==> src/rtl/rv_pipe_pkg.sv <==
// Shared pipeline definitions for the fetch/redirect stage: next-PC select
// encodings, the bubble instruction and the fetch control states.
package rv_pipe_pkg;

   localparam logic [3:0]  PCSEL_PC4  = 4'd0;
   localparam logic [3:0]  PCSEL_PRED = 4'd1;
   localparam logic [3:0]  PCSEL_BR   = 4'd5;

   localparam logic [31:0] NOP_INST   = 32'h0000_0013;
   localparam logic [6:0]  OPC_BRANCH = 7'b110_0011;

   typedef enum logic [1:0] {
      ST_WARM  = 2'd0,
      ST_RUN   = 2'd1,
      ST_REDIR = 2'd2
   } fetch_state_e;

endpackage

==> src/rtl/next_pc_mux.sv <==
// Combinational next-PC select: sequential PC+4, predicted target, or the
// execute-stage correction, which overrides everything else.
module next_pc_mux (
   input  logic [31:0] pc,
   input  logic [3:0]  pcmux_sel,
   input  logic        predict_fail,
   input  logic [31:0] target_F,
   input  logic [31:0] target_X,
   output logic [31:0] next_pc
);
   import rv_pipe_pkg::*;

   function automatic logic [31:0] pc_plus4(input logic [31:0] p);
      return p + 32'd4;
   endfunction

   // A correction select without a live mispredict falls back to PC+4.
   always_comb begin
      next_pc = pc_plus4(pc);
      if (predict_fail) begin
         next_pc = target_X;
      end else if (pcmux_sel == PCSEL_PRED) begin
         next_pc = target_F;
      end
   end

endmodule

==> src/rtl/fetch_redirect_stage.sv <==
// Fetch PC register and IF/ID register with mispredict redirect, stall hold,
// reset warm-up bubble and a saturating mispredict counter.
module fetch_redirect_stage #(
   parameter logic [31:0] RESET_PC = 32'h0000_0000,
   parameter logic [31:0] NOP_INST = 32'h0000_0013,
   parameter int          CNT_W    = 16
) (
   input  logic             clk,
   input  logic             rst_n,
   input  logic [3:0]       pcmux_sel,
   input  logic             predict_fail,
   input  logic             stall,
   input  logic [31:0]      target_F,
   input  logic [31:0]      target_X,
   input  logic [31:0]      imem_inst,
   output logic [31:0]      pc_F,
   output logic [31:0]      pc_D,
   output logic [31:0]      inst_D,
   output logic             valid_D,
   output logic             flush_E,
   output logic [CNT_W-1:0] mispredict_cnt
);
   import rv_pipe_pkg::*;

   fetch_state_e state_q;
   fetch_state_e state_d;
   logic         redirect;
   logic         advance;
   logic [31:0]  next_pc;

   function automatic logic [CNT_W-1:0] sat_inc(input logic [CNT_W-1:0] v);
      return (&v) ? v : v + {{(CNT_W-1){1'b0}}, 1'b1};
   endfunction

   next_pc_mux u_next_pc_mux (
      .pc           (pc_F),
      .pcmux_sel    (pcmux_sel),
      .predict_fail (predict_fail),
      .target_F     (target_F),
      .target_X     (target_X),
      .next_pc      (next_pc)
   );

   // RUN and REDIR behave alike; REDIR only marks the cycle after a redirect.
   always_comb begin
      state_d  = state_q;
      redirect = 1'b0;
      advance  = 1'b0;
      case (state_q)
         ST_WARM: state_d = ST_RUN;
         ST_RUN, ST_REDIR: begin
            redirect = predict_fail;
            advance  = !predict_fail && !stall;
            state_d  = predict_fail ? ST_REDIR : ST_RUN;
         end
         default: state_d = ST_WARM;
      endcase
   end

   assign flush_E = redirect;

   // Fetch -> Decode boundary
   always_ff @(posedge clk or negedge rst_n) begin
      if (!rst_n) begin
         state_q        <= ST_WARM;
         pc_F           <= RESET_PC;
         pc_D           <= 32'h0000_0000;
         inst_D         <= NOP_INST;
         valid_D        <= 1'b0;
         mispredict_cnt <= '0;
      end else begin
         state_q <= state_d;
         if (redirect || advance) begin
            pc_F <= next_pc;
         end
         if ((state_q == ST_WARM) || redirect) begin
            inst_D  <= NOP_INST;
            valid_D <= 1'b0;
         end else if (advance) begin
            pc_D    <= pc_F;
            inst_D  <= imem_inst;
            valid_D <= 1'b1;
         end
         if (redirect) begin
            mispredict_cnt <= sat_inc(mispredict_cnt);
         end
      end
   end

endmodule
==> config.mk <==
export PLATFORM = sky130hd
export DESIGN_NAME = fetch_redirect_stage
export DESIGN_NICKNAME = d
export VERILOG_FILES = /design/src/rtl/rv_pipe_pkg.sv /design/src/rtl/next_pc_mux.sv /design/src/rtl/fetch_redirect_stage.sv
export SDC_FILE = /design/constraint.sdc
export NUM_CORES = 1
export LEC_CHECK = 0
export ABC_AREA = 1
export CORE_UTILIZATION = 49
export DETAILED_ROUTE_END_ITERATION = 10
export PLACE_DENSITY = 0.95
export REMOVE_ABC_BUFFERS = 1
export SLEW_MARGIN = 0
export SYNTH_ARGS = -nofsm -noshare
export SYNTH_HDL_FRONTEND = slang
export SYNTH_SLANG_ARGS = --single-unit
==> constraint.sdc <==
create_clock -name clk -period 3.5 [get_ports clk]
set_input_delay 0.525 -clock clk [delete_from_list [all_inputs] [get_ports clk]]
set_output_delay 0.525 -clock clk [all_outputs]
set_load 0.01 [all_outputs]
==> flow_metrics.tcl, run 1 <==
set metrics [dict create \
    synthTopCellsByArea "dfrtp_1 46%, nand2_1 16%, nor2_1 5.8%" \
    initial_core_util 0.5056 \
    fin_skew_ns 0.008551 \
    cap_violations 0 \
    dpl_worst_slack_ns 0.7576 \
    avgSynthCellArea_um2 7.693 \
    drtPass1Iterations 5 \
    ys_ff_latch 115 \
    design.core.area_um2 12110 \
    status "completed" \
    drt-initial-drc-count 521 \
    cts_resized 0 \
    period_share 0.6977 \
    final_antenna_net_count 0 \
    cts.path.max_buffers 2 \
    cp-start-kind "flop" \
    worst_slack_ns 1.058 \
    maxSlewViolCount 0 \
    grt_pass1_wl_um 30520 \
    clk_pin_slew_ns 0.06 \
    rows 40 \
    clock-sinks 115 \
    report.final.hold_viol_count 0 \
    netlist_area_um2 6123 \
    synth_top_area_share 0.4577 \
    critPathArrivalTime_ns 1.92 \
    gp_congestion 0.8823 \
    grt_overflow 0 \
    timing.slew.headroom 0.5146 \
    numPortBuffers 217 \
    die_h_um 113.8 \
    h-tree-depth 4 \
    drive_above_1_share 0.07926 \
    worstSetupPathType "reg2out" \
    dpl.hpwl_um 13320 \
    grt_pass1_vias 5988 \
    clk_latency_ns 0.41 \
    yosysSeqAreaShare 0.4706 \
    setup_tns_ns 0 \
    wl_um 19190 \
    fin_nets 1117 \
    rsz0062_at_grt "no" \
    syn_inst 796 \
    cp.required_ns 2.97 \
    cts_setup_buffers 0 \
    cts_made_buffers 17 \
    peakVddDrop_mv 0.5106 \
    antenna_found_initial 0 \
    tightest_slew_ns 0.7270 \
    fin_crit_ns 2.442 \
    die_area_um2 12950 \
    finalSetupViolCount 0 \
    io-pin-count 218 \
    max_freq_mhz 409.5 \
    hold_path.class "in2async" \
    cp-end-kind "primary output" \
    viasPerCell 5.273 \
    layout.cells.most_common_list "269 x nand2_1, 216 x clkdlybuf4s50_1, 112 x dfrtp_1, 94 x nor2_1, 62 x inv_1" \
    tritoncts "yes" \
    synth.distinct_cells 33 \
    powerDensity_nw_per_um2 804.0 \
    final_common_cell "nand2_1" \
    grt_max_degree 71 \
    cts_root_buf "clkbuf_16" \
    yosysTopAreaCell "dfrtp_1" \
    grt_usage 0.3056 \
    postCtsHoldBufs 0 \
    ys_warn_count 0 \
    area_delta_synth_final_pct 46.87 \
    route.detailed.drc 0 \
    path_max_fanout 8 \
    p_leak_nw 4.080 \
    num_antenna_cells 0 \
    vias 6275 \
    routedWlPerCell_um 16.13 \
    die-width_um 113.8 \
]
[where the power goes]
part	internal [mW]	leakage (nW)	switching, mW
Combinational	1.48	2.31	1.64
Clock	1.07	0.286	0.689
Sequential	1.84	1.49	0.527
[cell type report]
class / instances / area (um2)
Fill cell: 879 / 3118
Sequential cell: 115 / 2882
Multi-Input combinational cell: 581 / 2804
Timing Repair Buffer: 225 / 2242
Clock buffer: 17 / 425.4
Inverter: 69 / 259.0
Tap cell: 168 / 210.2
Clock inverter: 15 / 171.4
[metal layers]
layer  up-vias  global-route usage  share of wire
met3        48             0.04570          0.071
li1       2986                   -              -
met2       306              0.4984           0.49
met1      2935              0.4038           0.41
met5         -                   0              0
met4         0              0.1420          0.033
[registers in the layout, summed over array words and instances (netlist names)]
register	cells
inst_D	32
mispredict_cnt	16
pc_D	32
pc_F	32
state_q	2
valid_D	1
[kinds of logic (layout without fill, tap and decap cells)]
group,Yosys count,count (layout),share of synthesized area
buf+inv,100,326,0.07151
flops,115,115,0.4706
compound gates,111,111,0.1210
xor+xnor,15,15,0.02146
fa+ha+maj,4,4,0.008174
simple gates,451,451,0.3073
[path summary, 6_finish.rpt]
check                                           from                     end  slack, ns  cells after the start
max in group asynchronous                      rst_n    pc_F[26]$_DFFE_PN0P_       2.60                      2
worst max-delay path            state_q[0]$_DFF_PN0_                 flush_E       1.06                      5
worst min-delay path                           rst_n  inst_D[20]$_DFFE_PN0P_       0.12                      1
worst min register to register   valid_D$_DFFE_PN0P_     valid_D$_DFFE_PN0P_       0.47                      2
min in group clk                 valid_D$_DFFE_PN0P_     valid_D$_DFFE_PN0P_       0.47                      2
worst max register to register  state_q[0]$_DFF_PN0_     pc_D[4]$_DFFE_PN0P_       1.10                     11
[synthesized netlist by cell type]
| master | instances |
|---|---|
| and2_1 | 3 |
| nor3_2 | 1 |
| o211ai_1 | 5 |
| xnor2_1 | 3 |
| dfstp_2 | 3 |
| nor2_2 | 4 |
| nand3_1 | 60 |
| nand3b_1 | 1 |
| a22o_1 | 29 |
| nor2_1 | 94 |
| nand4_1 | 1 |
| ha_1 | 4 |
| o21ai_1 | 27 |
| nor3_1 | 5 |
| buf_2 | 14 |
| buf_6 | 5 |
| nor2_4 | 9 |
| o22ai_1 | 2 |
| xor2_1 | 12 |
| dfrtp_1 | 112 |
| buf_1 | 4 |
| o21ai_2 | 12 |
| clkbuf_1 | 6 |
| a211oi_1 | 1 |
| inv_1 | 62 |
| buf_4 | 2 |
| a21oi_1 | 13 |
| o22a_1 | 3 |
| o21ai_0 | 17 |
| a31oi_1 | 2 |
| inv_2 | 7 |
| nand2_2 | 4 |
| nand2_1 | 269 |
[through the flow]
stage          utilization  hold slack, ns  area (um2)  power (mW)  std cells
6_report            0.7426          0.1156        8994       7.231       1190
5_1_grt             0.7426          0.1610        8994       7.649       1190
4_1_cts             0.7426          0.1304        8994       7.230       1190
3_5_place_dp        0.6933          0.4572        8397       5.427       1158
3_3_place_gp        0.6933          0.4544        8397       5.322       1158
2_1_floorplan            -          0.2294        5944       3.798        765
[critical path, stage by stage (launching register included)]
cell	delay [ns]
dfrtp_1	0.35
inv_1	0.05
ha_1	0.31
nand2_1	0.07
inv_2	0.16
clkdlybuf4s50_1	0.57
Power figures use the tool's default switching activity.
==> run 2, diff against run 1 <==
--- a/config.mk
+++ b/config.mk
@@ -6,9 +6,9 @@
 export NUM_CORES = 1
 export LEC_CHECK = 0
 export ABC_AREA = 1
-export CORE_UTILIZATION = 49
+export CORE_UTILIZATION = 46
 export DETAILED_ROUTE_END_ITERATION = 10
-export PLACE_DENSITY = 0.95
+export PLACE_DENSITY = 0.93
 export REMOVE_ABC_BUFFERS = 1
 export SLEW_MARGIN = 0
 export SYNTH_ARGS = -nofsm -noshare
==> constraint.sdc (replaced) <==
create_clock -name clk -period 2.3 [get_ports clk]
set_input_delay 0.345 -clock clk [delete_from_list [all_inputs] [get_ports clk]]
set_output_delay 0.345 -clock clk [all_outputs]
set_load 0.01 [all_outputs]
==> run 2 against run 1 <==
  * Global-route usage decreased by 0.96 points
  * Utilization decreased by 2.6 points
  * Routed wire length increased by 1.3%
  * Clock power increased by 63%
  * Total power increased by 57%
  * Sequential power increased by 51%
  * Die area increased by 6.4%
  * Critical path depth unchanged
  * Flip-flop and latch count unchanged
  * Non-clock buffer count increased by 8
  * First-iteration DRC count decreased by 20%
  * Combinational power increased by 58%
==> flow_metrics.tcl, run 2 (synthesized netlist as in run 1, its figures left out) <==
set metrics [dict create \
    cp.required_ns 1.96 \
    clock-sinks 115 \
    maxSlewViolCount 0 \
    top_regs "inst_D (32), pc_D (32), pc_F (32)" \
    design.core.area_um2 12770 \
    fin_crit_ns 1.908 \
    place_inst 1169 \
    area_delta_synth_final_pct 49.51 \
    vias 6198 \
    setup_tns_ns 0 \
    grt_pass1_vias 6090 \
    cts.path.max_buffers 2 \
    cp-end-kind "primary output" \
    p_int_mw 7.100 \
    worstSetupPathType "reg2out" \
    finalSetupViolCount 0 \
    final_common_cell "nand2_1" \
    cts_made_buffers 17 \
    grt_pass1_wl_um 31860 \
    drt-initial-drc-count 419 \
    die_area_um2 13780 \
    wl_um 19450 \
    layout.cells.most_common_list "269 x nand2_1, 215 x clkdlybuf4s50_1, 112 x dfrtp_1, 94 x nor2_1, 62 x inv_1" \
    postLayoutCellArea_um2 9155 \
    report.final.hold_viol_count 0 \
    period_share 0.8294 \
    drive_above_1_share 0.08358 \
    hold_path.class "reg2reg" \
    cp-start-kind "flop" \
    die_h_um 117.4 \
    clk_latency_ns 0.42 \
    io-pin-count 218 \
    drtPass1Iterations 6 \
    dpl.hpwl_um 13830 \
    viasPerCell 5.161 \
    initial_core_util 0.4794 \
    die-width_um 117.4 \
    stdcell_count 1201 \
    rsz0062_at_grt "no" \
    n_fill_cell 950 \
    routedWlPerCell_um 16.19 \
    critPathArrivalTime_ns 1.56 \
    tritoncts "yes" \
    p_leak_nw 4.178 \
    gp_congestion 0.9119 \
    timing.slew.headroom 0.6193 \
    status "completed" \
    clk_pin_slew_ns 0.05 \
    placedInstanceArea_um2 8504 \
    cts_setup_buffers 0 \
    p_comb_frac 0.433 \
    max_freq_mhz 524.2 \
    seqPwrFrac 0.316 \
    grt_usage 0.2960 \
    cts_root_buf "clkbuf_16" \
    fin_skew_ns 0.004305 \
    antenna_found_initial 0 \
    h-tree-depth 4 \
    fin_nets 1125 \
    path_max_fanout 8 \
    grt_overflow 0 \
    grt_max_degree 63 \
    clkPwrFrac 0.251 \
    peakVddDrop_mv 0.6963 \
    rows 41 \
    final_antenna_net_count 0 \
    num_antenna_cells 0 \
    powerDensity_nw_per_um2 1242 \
    numPortBuffers 217 \
    tightest_slew_ns 0.5711 \
    cap_violations 0 \
    switching_power_mw 4.273 \
    p_sw_frac 0.3757 \
    route.detailed.drc 0 \
]
==> run 2: worst paths after layout <==
kind	cells after the start	slack (ns)	startpoint	end
worst max-delay path	5	0.39	state_q[0]$_DFF_PN0_	flush_E
worst min-delay path	2	0.48	valid_D$_DFFE_PN0P_	valid_D$_DFFE_PN0P_
worst max register to register	8	0.42	state_q[0]$_DFF_PN0_	pc_F[3]$_DFFE_PN0P_
worst min register to register	2	0.48	valid_D$_DFFE_PN0P_	valid_D$_DFFE_PN0P_
max in group asynchronous	3	1.06	rst_n	mispredict_cnt[8]$_DFFE_PN0P_
min in group asynchronous	2	0.52	rst_n	mispredict_cnt[5]$_DFFE_PN0P_
==> run 2: final cells by class <==
cell class,count,area [um2],area share
clock buffer,22,484.2,0.05289
clock inverter,9,151.4,0.01654
inverter,69,261.5,0.02856
multi-input combinational,581,2804,0.3063
sequential,115,2882,0.3147
tap,172,215.2,0.02351
timing repair buffer,233,2357,0.2575
==> run 2: power by group through the flow <==
stage	combinational [mW]	sequential (mW)	clock [mW]
global route	5.36	3.70	2.99
global placement	4.74	3.56	0
finish	4.92	3.59	2.86
detailed placement	4.91	3.58	0
CTS	4.95	3.58	2.88
floorplan	2.02	3.76	0
==> run 2: worst max-delay path: stages (launching register included) <==
cell,delay [ns]
dfrtp_1,0.37
inv_1,0.06
ha_1,0.32
nand2_1,0.10
inv_4,0.13
dlymetal6s2s_1,0.17
==> run 2: timing repair <==
item | CTS | global route
resized for setup | 1 | 1
hold buffers | 1 | 0
hold endpoints to repair | 39 | 0
setup endpoints to repair | 1 | 1
cloned | 0 | 0
==> run 2: layer usage <==
layer  global-route usage  routed length (um)
met5                    0                   0
met3              0.05934                1190
met2               0.4874                9617
met4               0.1339                 585
met1               0.3750                8053
==> run 2: stage by stage <==
step | total power, mW | utilization | hold slack [ns] | worst slack (ns)
after floorplan | 5.780 | - | 0.04941 | -0.1518
after global placement | 8.295 | 0.6658 | 0.3747 | 0.2375
after detailed placement | 8.484 | 0.6658 | 0.3779 | 0.2022
after CTS | 11.41 | 0.7165 | 0.4793 | 0.01855
after global routing | 12.04 | 0.7167 | 0.4989 | 0.2625
final | 11.37 | 0.7167 | 0.4810 | 0.3924
